--- config.mk ---
export PLATFORM = sky130hd
export DESIGN_NAME = fpu_multiply_stage
export DESIGN_NICKNAME = d
export VERILOG_FILES = /design/src/rtl/fpu_multiply_stage_pkg.sv /design/src/rtl/fpu_multiply_normalize.sv /design/src/rtl/fpu_multiply_stage.sv
export SDC_FILE = /design/constraint.sdc
export NUM_CORES = 2
export LEC_CHECK = 0
export CAP_MARGIN = 20
export CORE_ASPECT_RATIO = 0.5
export CORE_MARGIN = 8
export CORE_UTILIZATION = 30
export CTS_CLUSTER_DIAMETER = 120
export DETAILED_ROUTE_END_ITERATION = 8
export GPL_ROUTABILITY_DRIVEN = 0
export GPL_TIMING_DRIVEN = 0
export SETUP_SLACK_MARGIN = 0.15
export SYNTH_ARGS = -nofsm -noshare
export SYNTH_HDL_FRONTEND = slang
export SYNTH_SLANG_ARGS = --single-unit
--- constraint.sdc ---
create_clock -name clk -period 6 [get_ports clk]
set_input_delay 0.9 -clock clk [delete_from_list [all_inputs] [get_ports clk]]
set_output_delay 0.9 -clock clk [all_outputs]
set_load 0.01 [all_outputs]
--- src/rtl/fpu_multiply_stage_pkg.sv ---
// fpu_multiply_stage_pkg: shared FPU types (rounding mode, binary32 fields, unrounded result) and exponent constants.
package fpu_multiply_stage_pkg;
  localparam int FPU_EXP_BIAS = 127;
  localparam int FPU_EXP_MAX = 255;
  typedef enum logic [2:0] {
    FPU_ROUND_MODE_RNE  = 3'd0,
    FPU_ROUND_MODE_RTZ  = 3'd1,
    FPU_ROUND_MODE_DOWN = 3'd2,
    FPU_ROUND_MODE_UP   = 3'd3,
    FPU_ROUND_MODE_RMM  = 3'd4
  } fpu_round_mode_t;
  typedef struct packed {
    logic        sign;
    logic [7:0]  exp;
    logic [22:0] mant;
  } fpu_float_fields_t;
  typedef struct packed {
    logic            sign;
    logic [7:0]      exponent;
    logic [23:0]     mantissa;
    logic [2:0]      guard;
    fpu_round_mode_t mode;
    logic            nan;
    logic            inf;
    logic            zero;
  } fpu_result_t;
endpackage

--- src/rtl/fpu_multiply_normalize.sv ---
// fpu_multiply_normalize: combinational normalize of a 48-bit significand product into an unrounded result.
// Ports: p product, e biased exponent sum (signed), sign, nan_c/inf_c/zero_c operand classes, mode, res result.
module fpu_multiply_normalize
  import fpu_multiply_stage_pkg::*;
(
  input  logic [47:0]       p,
  input  logic signed [9:0] e,
  input  logic              sign,
  input  logic              nan_c,
  input  logic              inf_c,
  input  logic              zero_c,
  input  fpu_round_mode_t   mode,
  output fpu_result_t       res
);
  logic signed [9:0] e_n;
  logic inf, zero;
  always_comb begin
    e_n = p[47] ? e + 10'sd1 : e;
    inf = !nan_c && (inf_c || e_n >= FPU_EXP_MAX);
    zero = !nan_c && !inf && (zero_c || e_n <= 0);
    res.sign = sign;
    res.mantissa = p[47] ? p[47:24] : p[46:23];
    res.guard = p[47] ? {p[23], p[22], |p[21:0]} : {p[22], p[21], |p[20:0]};
    res.mode = mode;
    res.nan = nan_c;
    res.inf = inf;
    res.zero = zero;
    res.exponent = zero ? 8'd0 : (nan_c || inf) ? 8'd255 : e_n[7:0];
  end
endmodule

--- src/rtl/fpu_multiply_stage.sv ---
// fpu_multiply_stage: pipelined binary32 multiplier (classify, multiply, normalize) with valid/ready flow control.
// Ports: clk, rst_n (async active-low), in_valid/in_ready/in_a/in_b/in_mode operand side,
// out_valid/out_ready/out_result unrounded product side.
// FPU_MULTIPLY_DSP_SPLIT_EN: splits the multiply into two cycles (latency 4 instead of 3).
module fpu_multiply_stage
  import fpu_multiply_stage_pkg::*;
#(
  parameter int EXP_BIAS = FPU_EXP_BIAS
) (
  input  logic            clk,
  input  logic            rst_n,
  input  logic            in_valid,
  output logic            in_ready,
  input  logic [31:0]     in_a,
  input  logic [31:0]     in_b,
  input  fpu_round_mode_t in_mode,
  output logic            out_valid,
  input  logic            out_ready,
  output fpu_result_t     out_result
);
  typedef struct packed {
    logic            sign;
    logic [9:0]      e;
    logic            nan;
    logic            inf;
    logic            zero;
    fpu_round_mode_t mode;
  } meta_t;
  typedef struct packed {
    meta_t       m;
    logic [23:0] sig_a;
    logic [23:0] sig_b;
  } s1_t;
  typedef struct packed {
    meta_t       m;
    logic [47:0] p;
  } s2_t;
  fpu_float_fields_t fa, fb;
  logic a_zero, a_inf, a_nan, b_zero, b_inf, b_nan;
  logic rdy1, rdy2, rdy3;
  logic v1_q, v1_d, v2_q, v2_d, v3_q, v3_d;
  s1_t s1_in, s1_q, s1_d;
  s2_t s2_in, s2_q, s2_d;
  fpu_result_t norm, s3_q, s3_d;
`ifdef FPU_MULTIPLY_DSP_SPLIT_EN
  typedef struct packed {
    meta_t       m;
    logic [23:0] sig_a;
    logic [17:0] sig_b_lo;
    logic [29:0] pp1;
  } s2a_t;
  logic rdy2a, v2a_q, v2a_d;
  s2a_t s2a_in, s2a_q, s2a_d;
`endif
  always_comb begin
    fa = fpu_float_fields_t'(in_a);
    fb = fpu_float_fields_t'(in_b);
    a_zero = fa.exp == 8'd0;
    a_inf = &fa.exp && fa.mant == 23'd0;
    a_nan = &fa.exp && fa.mant != 23'd0;
    b_zero = fb.exp == 8'd0;
    b_inf = &fb.exp && fb.mant == 23'd0;
    b_nan = &fb.exp && fb.mant != 23'd0;
    rdy3 = !v3_q || out_ready;
    rdy2 = !v2_q || rdy3;
`ifdef FPU_MULTIPLY_DSP_SPLIT_EN
    rdy2a = !v2a_q || rdy2;
    rdy1 = !v1_q || rdy2a;
`else
    rdy1 = !v1_q || rdy2;
`endif
    in_ready = rdy1;
    s1_in.m.sign = fa.sign ^ fb.sign;
    s1_in.m.e = 10'(fa.exp) + 10'(fb.exp) - 10'(EXP_BIAS);
    s1_in.m.nan = a_nan || b_nan || (a_inf && b_zero) || (b_inf && a_zero);
    s1_in.m.inf = a_inf || b_inf;
    s1_in.m.zero = a_zero || b_zero;
    s1_in.m.mode = in_mode;
    s1_in.sig_a = {!a_zero, fa.mant};
    s1_in.sig_b = {!b_zero, fb.mant};
    v1_d = rdy1 ? in_valid : v1_q;
    s1_d = (rdy1 && in_valid) ? s1_in : s1_q;
`ifdef FPU_MULTIPLY_DSP_SPLIT_EN
    s2a_in.m = s1_q.m;
    s2a_in.sig_a = s1_q.sig_a;
    s2a_in.sig_b_lo = s1_q.sig_b[17:0];
    s2a_in.pp1 = 30'(s1_q.sig_a) * 30'(s1_q.sig_b[23:18]);
    v2a_d = rdy2a ? v1_q : v2a_q;
    s2a_d = (rdy2a && v1_q) ? s2a_in : s2a_q;
    s2_in.m = s2a_q.m;
    s2_in.p = (48'(s2a_q.pp1) << 18) + 48'(s2a_q.sig_a) * 48'(s2a_q.sig_b_lo);
    v2_d = rdy2 ? v2a_q : v2_q;
    s2_d = (rdy2 && v2a_q) ? s2_in : s2_q;
`else
    s2_in.m = s1_q.m;
    s2_in.p = 48'(s1_q.sig_a) * 48'(s1_q.sig_b);
    v2_d = rdy2 ? v1_q : v2_q;
    s2_d = (rdy2 && v1_q) ? s2_in : s2_q;
`endif
    v3_d = rdy3 ? v2_q : v3_q;
    s3_d = (rdy3 && v2_q) ? norm : s3_q;
  end
  fpu_multiply_normalize u_norm (
    .p(s2_q.p),
    .e(s2_q.m.e),
    .sign(s2_q.m.sign),
    .nan_c(s2_q.m.nan),
    .inf_c(s2_q.m.inf),
    .zero_c(s2_q.m.zero),
    .mode(s2_q.m.mode),
    .res(norm)
  );
  always_ff @(posedge clk or negedge rst_n) begin
    if (!rst_n) begin
      v1_q <= 1'b0;
      v2_q <= 1'b0;
      v3_q <= 1'b0;
      s1_q <= '0;
      s2_q <= '0;
      s3_q <= '0;
`ifdef FPU_MULTIPLY_DSP_SPLIT_EN
      v2a_q <= 1'b0;
      s2a_q <= '0;
`endif
    end else begin
      v1_q <= v1_d;
      v2_q <= v2_d;
      v3_q <= v3_d;
      s1_q <= s1_d;
      s2_q <= s2_d;
      s3_q <= s3_d;
`ifdef FPU_MULTIPLY_DSP_SPLIT_EN
      v2a_q <= v2a_d;
      s2a_q <= s2a_d;
`endif
    end
  end
  assign out_valid = v3_q;
  assign out_result = s3_q;
endmodule
; ---- Yosys cells after proc, flatten, opt, wreduce, memory -nomap -nowiden
; Cells that the tools add are included.
[word_totals]
ff_bits = 175
in_bits = 71
wordCells = 78
[op_classes]
addsub = 3
multipliers = 1
magnitude_cmp = 2
n_mux = 5
n_bitwise = 1
n_reduce_logical = 40
[ops]
columns = op, n
row1 = multiplier 24 x 24 -> 48 bit, 1
row2 = zero test 23 bit, 2
row3 = nonzero test 23 bit, 2
row4 = 2-to-1 mux 24 bit, 1
row5 = OR reduction 22 bit, 1
row6 = OR reduction 21 bit, 1
row7 = zero test 8 bit, 2
row8 = 2-to-1 mux 8 bit, 2
row9 = AND reduction 8 bit, 2
row10 = logical AND 1 bit, 12
row11 = logical OR 1 bit, 11
row12 = "adder 10 x 2 -> 10 bit, second input constant", 1
row13 = ">= comparator 10 x 9 -> 1 bit, second input constant", 1
row14 = "less-or-equal comparator 10 x 1 -> 1 bit, second input constant", 1
row15 = 2-to-1 mux 10 bit, 1
row16 = "subtractor 9 x 7 -> 10 bit, second input constant", 1
row17 = adder 8 x 8 -> 9 bit, 1
row18 = zero test 1 bit, 7
row19 = 2-to-1 mux 3 bit, 1
row20 = XOR 1 bit, 1

; ---- Logic depth before layout (Yosys ltp)
[depth]
word_depth = 9
mapped_depth = 27
ltp_nobuf = 25

; ---- Hierarchy
; A second synthesis with hierarchy kept.
[hier_totals]
cells_unflattened = 2893
hier_area_um2 = 27126.0
[by_module_without_submodules]
columns = module, n_inst, cells_per_inst, area_per_inst_um2, seq_area_each_um2
row1 = fpu_multiply_stage, 1, 2761, 25998.7, 4379.2
row2 = fpu_multiply_normalize, 1, 132, 1127.3, 0.0

; ---- Least setup slack after synthesis
; No wires, ideal clock.
[synth_path]
path_kind = flip-flop to flip-flop
start = register s1_q[43] (netlist name)
end = register s2_q[43] (netlist name)
setup_ps = 132
arrival_ps = 6319
setup_slack_ps = -451
path_stages_with_launch = 26
n_path_buf = 2
synth_period_minus_slack_ps = 6451
cell_sequence = dfrtp_1 -> clkbuf_1 -> nand2_1 -> fa_1 -> inv_1 -> fa_1 -> inv_1 -> fa_1 -> inv_1 -> fa_1 -> fa_1 -> fa_1 -> inv_1 -> fa_1 -> inv_1 -> ha_1 -> buf_2 -> a21o_1 -> a21o_1 -> a221o_1 -> a21oi_2 -> nand2_1 -> o211ai_2 -> and2_2 -> mux2i_1 -> nand4_1
[synth_between]
elab_chain_len = 1
[synth_lines]
columns = element, line_no
row1 = start: declaration, fpu_multiply_stage.sv:42  ; s1_t s1_in, s1_q, s1_d;
row2 = start signal: assignment, fpu_multiply_stage.sv:118  ; s1_q <= '0;
row3 = start signal: assignment, fpu_multiply_stage.sv:129  ; s1_q <= s1_d;
row4 = multiplier 24 x 24 -> 48 bit, fpu_multiply_stage.sv:96  ; s2_in.p = 48'(s1_q.sig_a) * 48'(s1_q.sig_b);
row5 = end signal: assignment, fpu_multiply_stage.sv:119  ; s2_q <= '0;
row6 = end signal: assignment, fpu_multiply_stage.sv:130  ; s2_q <= s2_d;
row7 = end: declaration, fpu_multiply_stage.sv:43  ; s2_t s2_in, s2_q, s2_d;
; No other way between the ends.
; A chain may end at the register's enable or synchronous reset.

; ---- Worst setup path in the final report
[layout_path]
start = register s1_q[24] (netlist name)
end = register s2_q[43] (netlist name)
; Same word-level chain as after synthesis.

==> flow_summary_export.csv <==
group,metric,value,unit
outcome,status,"finished, violations left",
outcome,violations,"setup timing",
timing,skew,0.0197,ns
critical_path,critPathMaxFanout,10,
floorplan,dieArea,99400,um2
drt,vias,21420,
timing,drv_slew,0,
clock_network,clock_latency,0.48,ns
floorplan,core_area,88200,um2
critical_path,path_class,"reg2reg",
clock_network,cts_htree_levels,4,
drt,wirelength,90.4,mm
critical_path,slowest_delay,0.61,ns
timing,rsz0062_at_grt,"true",
synth,ys_seq_area_frac,0.164,
timing,final-hold-violation-count,0,
synth,synthCells,2919,
grt,grt_pass1_vias,22462,
placement,pre_cts_ws,-1.69,ns
synth,synth.top_cells.by_count,"inv_1, nand2_1, fa_1, and2_1, ha_1",
drt,vias_per_cell,4.86,
drt,dr.pass1.iters,6,
layout,layout.nets,3953,
grt,gr-usage-all-layers,0.180,
synth,synth_largest_area_cell,"fa_1",
floorplan,die_y,227,um
drt,drcViolationCount,0,
synth,synth_warnings,0,
timing,period_needed,6.98,ns
timing,setup_viol,31,
critical_path,critPathArrivalTime,7.30,ns
clock_network,cts_tree,"yes",
critical_path,critPathMostFrequentCell,"fa_1",
timing,timing.slew.headroom,0.283,
drt,drtIter0Drc,1617,
clock_network,cts.sinks,175,
placement,place_hpwl,71.9,mm
placement,portBuffers,114,
synth,synth_edf_count,0,
synth,avgSynthCellArea,9.15,um2
clock_network,ctsHoldBuffers,0,
synth,synth.area.top_cells,"fa_1, dfrtp_1, ha_1",
floorplan,start_util,0.303,
critical_path,end_kind,"register",
grt,antenna_found_initial,5,
clock_network,cts_made_buffers,17,
timing,tightest_slew,1.07,ns
grt,grt_start_max_net_pins,101,
clock_network,clk_pin_slew_worst_paths,0.08,ns
synth,syn-cell-area,26700,um2
grt,grt_pass1_wl,136,mm
synth,synth_seq_cells,175,
min_path,worstHoldPathType,"in2async",
synth,synth_most_common_cell,"inv_1",
drt,wl_per_cell,20.5,um
critical_path,rr_worst_depth,23,
drt,ant_nets,0,
critical_path,cp-start-kind,"register",
run,cap_violations,0,
timing,fmax,143,MHz
layout,drive_gt1_frac,0.197,
clock_network,cts_buffer_depth,2,
timing,timing.final.ws_setup,-0.981,ns
critical_path,crit_cells,23,
critical_path,cp_cell_sequence,"clkbuf_4, nand2_1, fa_1, inv_1, fa_1, fa_1, fa_1, fa_1, fa_1, inv_1, fa_1, inv_1, ha_1, clkbuf_8, a21oi_4, o21bai_4, a221o_1, a21oi_2, nand2_2, o211ai_2, and2_4, mux2i_1, nand4_1",
grt,globalRoute.totalOverflow,0,
synth,synth_top_area_share,0.362,
timing,period_share,1.16,
critical_path,path_buf_inv,5,
synth,ys.flop_type,"dfrtp_1",
floorplan,die_x,438,um
critical_path,critPathTopFamily,"adder cells",
synth,syn_nets,3663,
timing,whs,0.416,ns
floorplan,ios,115,
critical_path,worstPathRequired,6.32,ns
clock_network,clockRootBuffer,"clkbuf_16",
synth,synth_cell_types,71,
floorplan,row_count,77,
timing,fin_setup_tns,-18.03,ns
synth,async_flop_share,1.00,
layout,areaGrowthSynthToFinish,24.9,%
critical_path,critPathSlowestCell,"fa_1",
flip-flops by register name, summed over array words and instances (netlist names):
| signal | cells |
|---|---|
| s1_q | 65 |
| s2_q | 65 |
| out_result | 42 |
| out_valid | 1 |
| v1_q | 1 |
| v2_q | 1 |
layout make-up:
class	count	area (um2)
antenna	4	10.0
sequential	175	4440
inverter	571	2140
fill	8758	54900
timing repair buffer	273	2520
buffer	148	1570
tap	1185	1480
multi-input combinational	2023	20600
clock buffer	17	425
clock inverter	15	165
layer usage:
layer | global-route usage | up-vias | routed length, um
met5 | 0 | - | 41
met4 | 0.106 | 6 | 6360
met3 | 0.0364 | 266 | 7090
met2 | 0.291 | 871 | 41300
met1 | 0.224 | 10847 | 35600
li1 | - | 9430 | -
worst paths after layout:
path / slack [ns] / to / start
min in group clk: 0.47 / out_result[4]$_DFFE_PN0P_ / s2_q[49]$_DFFE_PN0P_
hold reg to reg: 0.47 / out_result[4]$_DFFE_PN0P_ / s2_q[49]$_DFFE_PN0P_
setup / recovery: -0.98 / s2_q[43]$_DFFE_PN0P_ / s1_q[24]$_DFFE_PN0P_
hold / removal: 0.42 / s1_q[36]$_DFFE_PN0P_ / rst_n
max in group asynchronous: 4.60 / s1_q[23]$_DFFE_PN0P_ / rst_n
setup reg to reg: -0.98 / s2_q[43]$_DFFE_PN0P_ / s1_q[24]$_DFFE_PN0P_
cells in the final DEF, fill, tap and decap left out, drive strengths merged, types with 6 or more instances in the layout:
cell type / Yosys / routed
or2: 6 / 6
nor4: 21 / 21
a31oi: 6 / 6
nor2b: 9 / 9
ha: 190 / 190
dfrtp: 175 / 175
nor3: 19 / 19
nand3: 19 / 19
o21ai: 103 / 103
mux2: 53 / 53
buf: 21 / 215
nand4: 29 / 29
and3: 9 / 9
mux2i: 26 / 26
clkbuf: 129 / 110
nand2: 509 / 509
a21oi: 68 / 68
clkinv: 0 / 9
and2: 290 / 290
fa: 483 / 483
a21o: 17 / 17
clkdlybuf4s50: 0 / 113
nor2: 43 / 43
o21bai: 9 / 9
xnor2: 30 / 30
nand2b: 9 / 9
o31ai: 7 / 7
xor2: 26 / 26
inv: 571 / 577
per-stage QoR:
step / utilization / cells / instance area [um2]
4_1_cts: 0.370 / 4361 / 32600
6_report: 0.378 / 4411 / 33400
3_3_place_gp: 0.337 / 4218 / 29800
5_1_grt: 0.378 / 4407 / 33400
3_5_place_dp: 0.338 / 4220 / 29800
2_1_floorplan: - / 2919 / 27100
logic make-up after synthesis:
group / count (synthesis) / synth area share
adders and majority gates: 673 / 0.451
muxes: 79 / 0.0321
xor gates and xnor gates: 56 / 0.0184
buffers and inverters: 721 / 0.102
DFF: 175 / 0.164
AOI/OAI and AO/OA: 240 / 0.0555
and+or+nand+nor: 975 / 0.177
timing repair:
action,4_1_cts,5_1_grt
endpoints found under the setup margin,37,36
gates cloned,1,1
pin swaps,109,87
buffers inserted,110,45
gates resized for setup,372,148
Power is not shown: default switching activity piles up to over one toggle a cycle in this logic, so the estimate is an artifact.
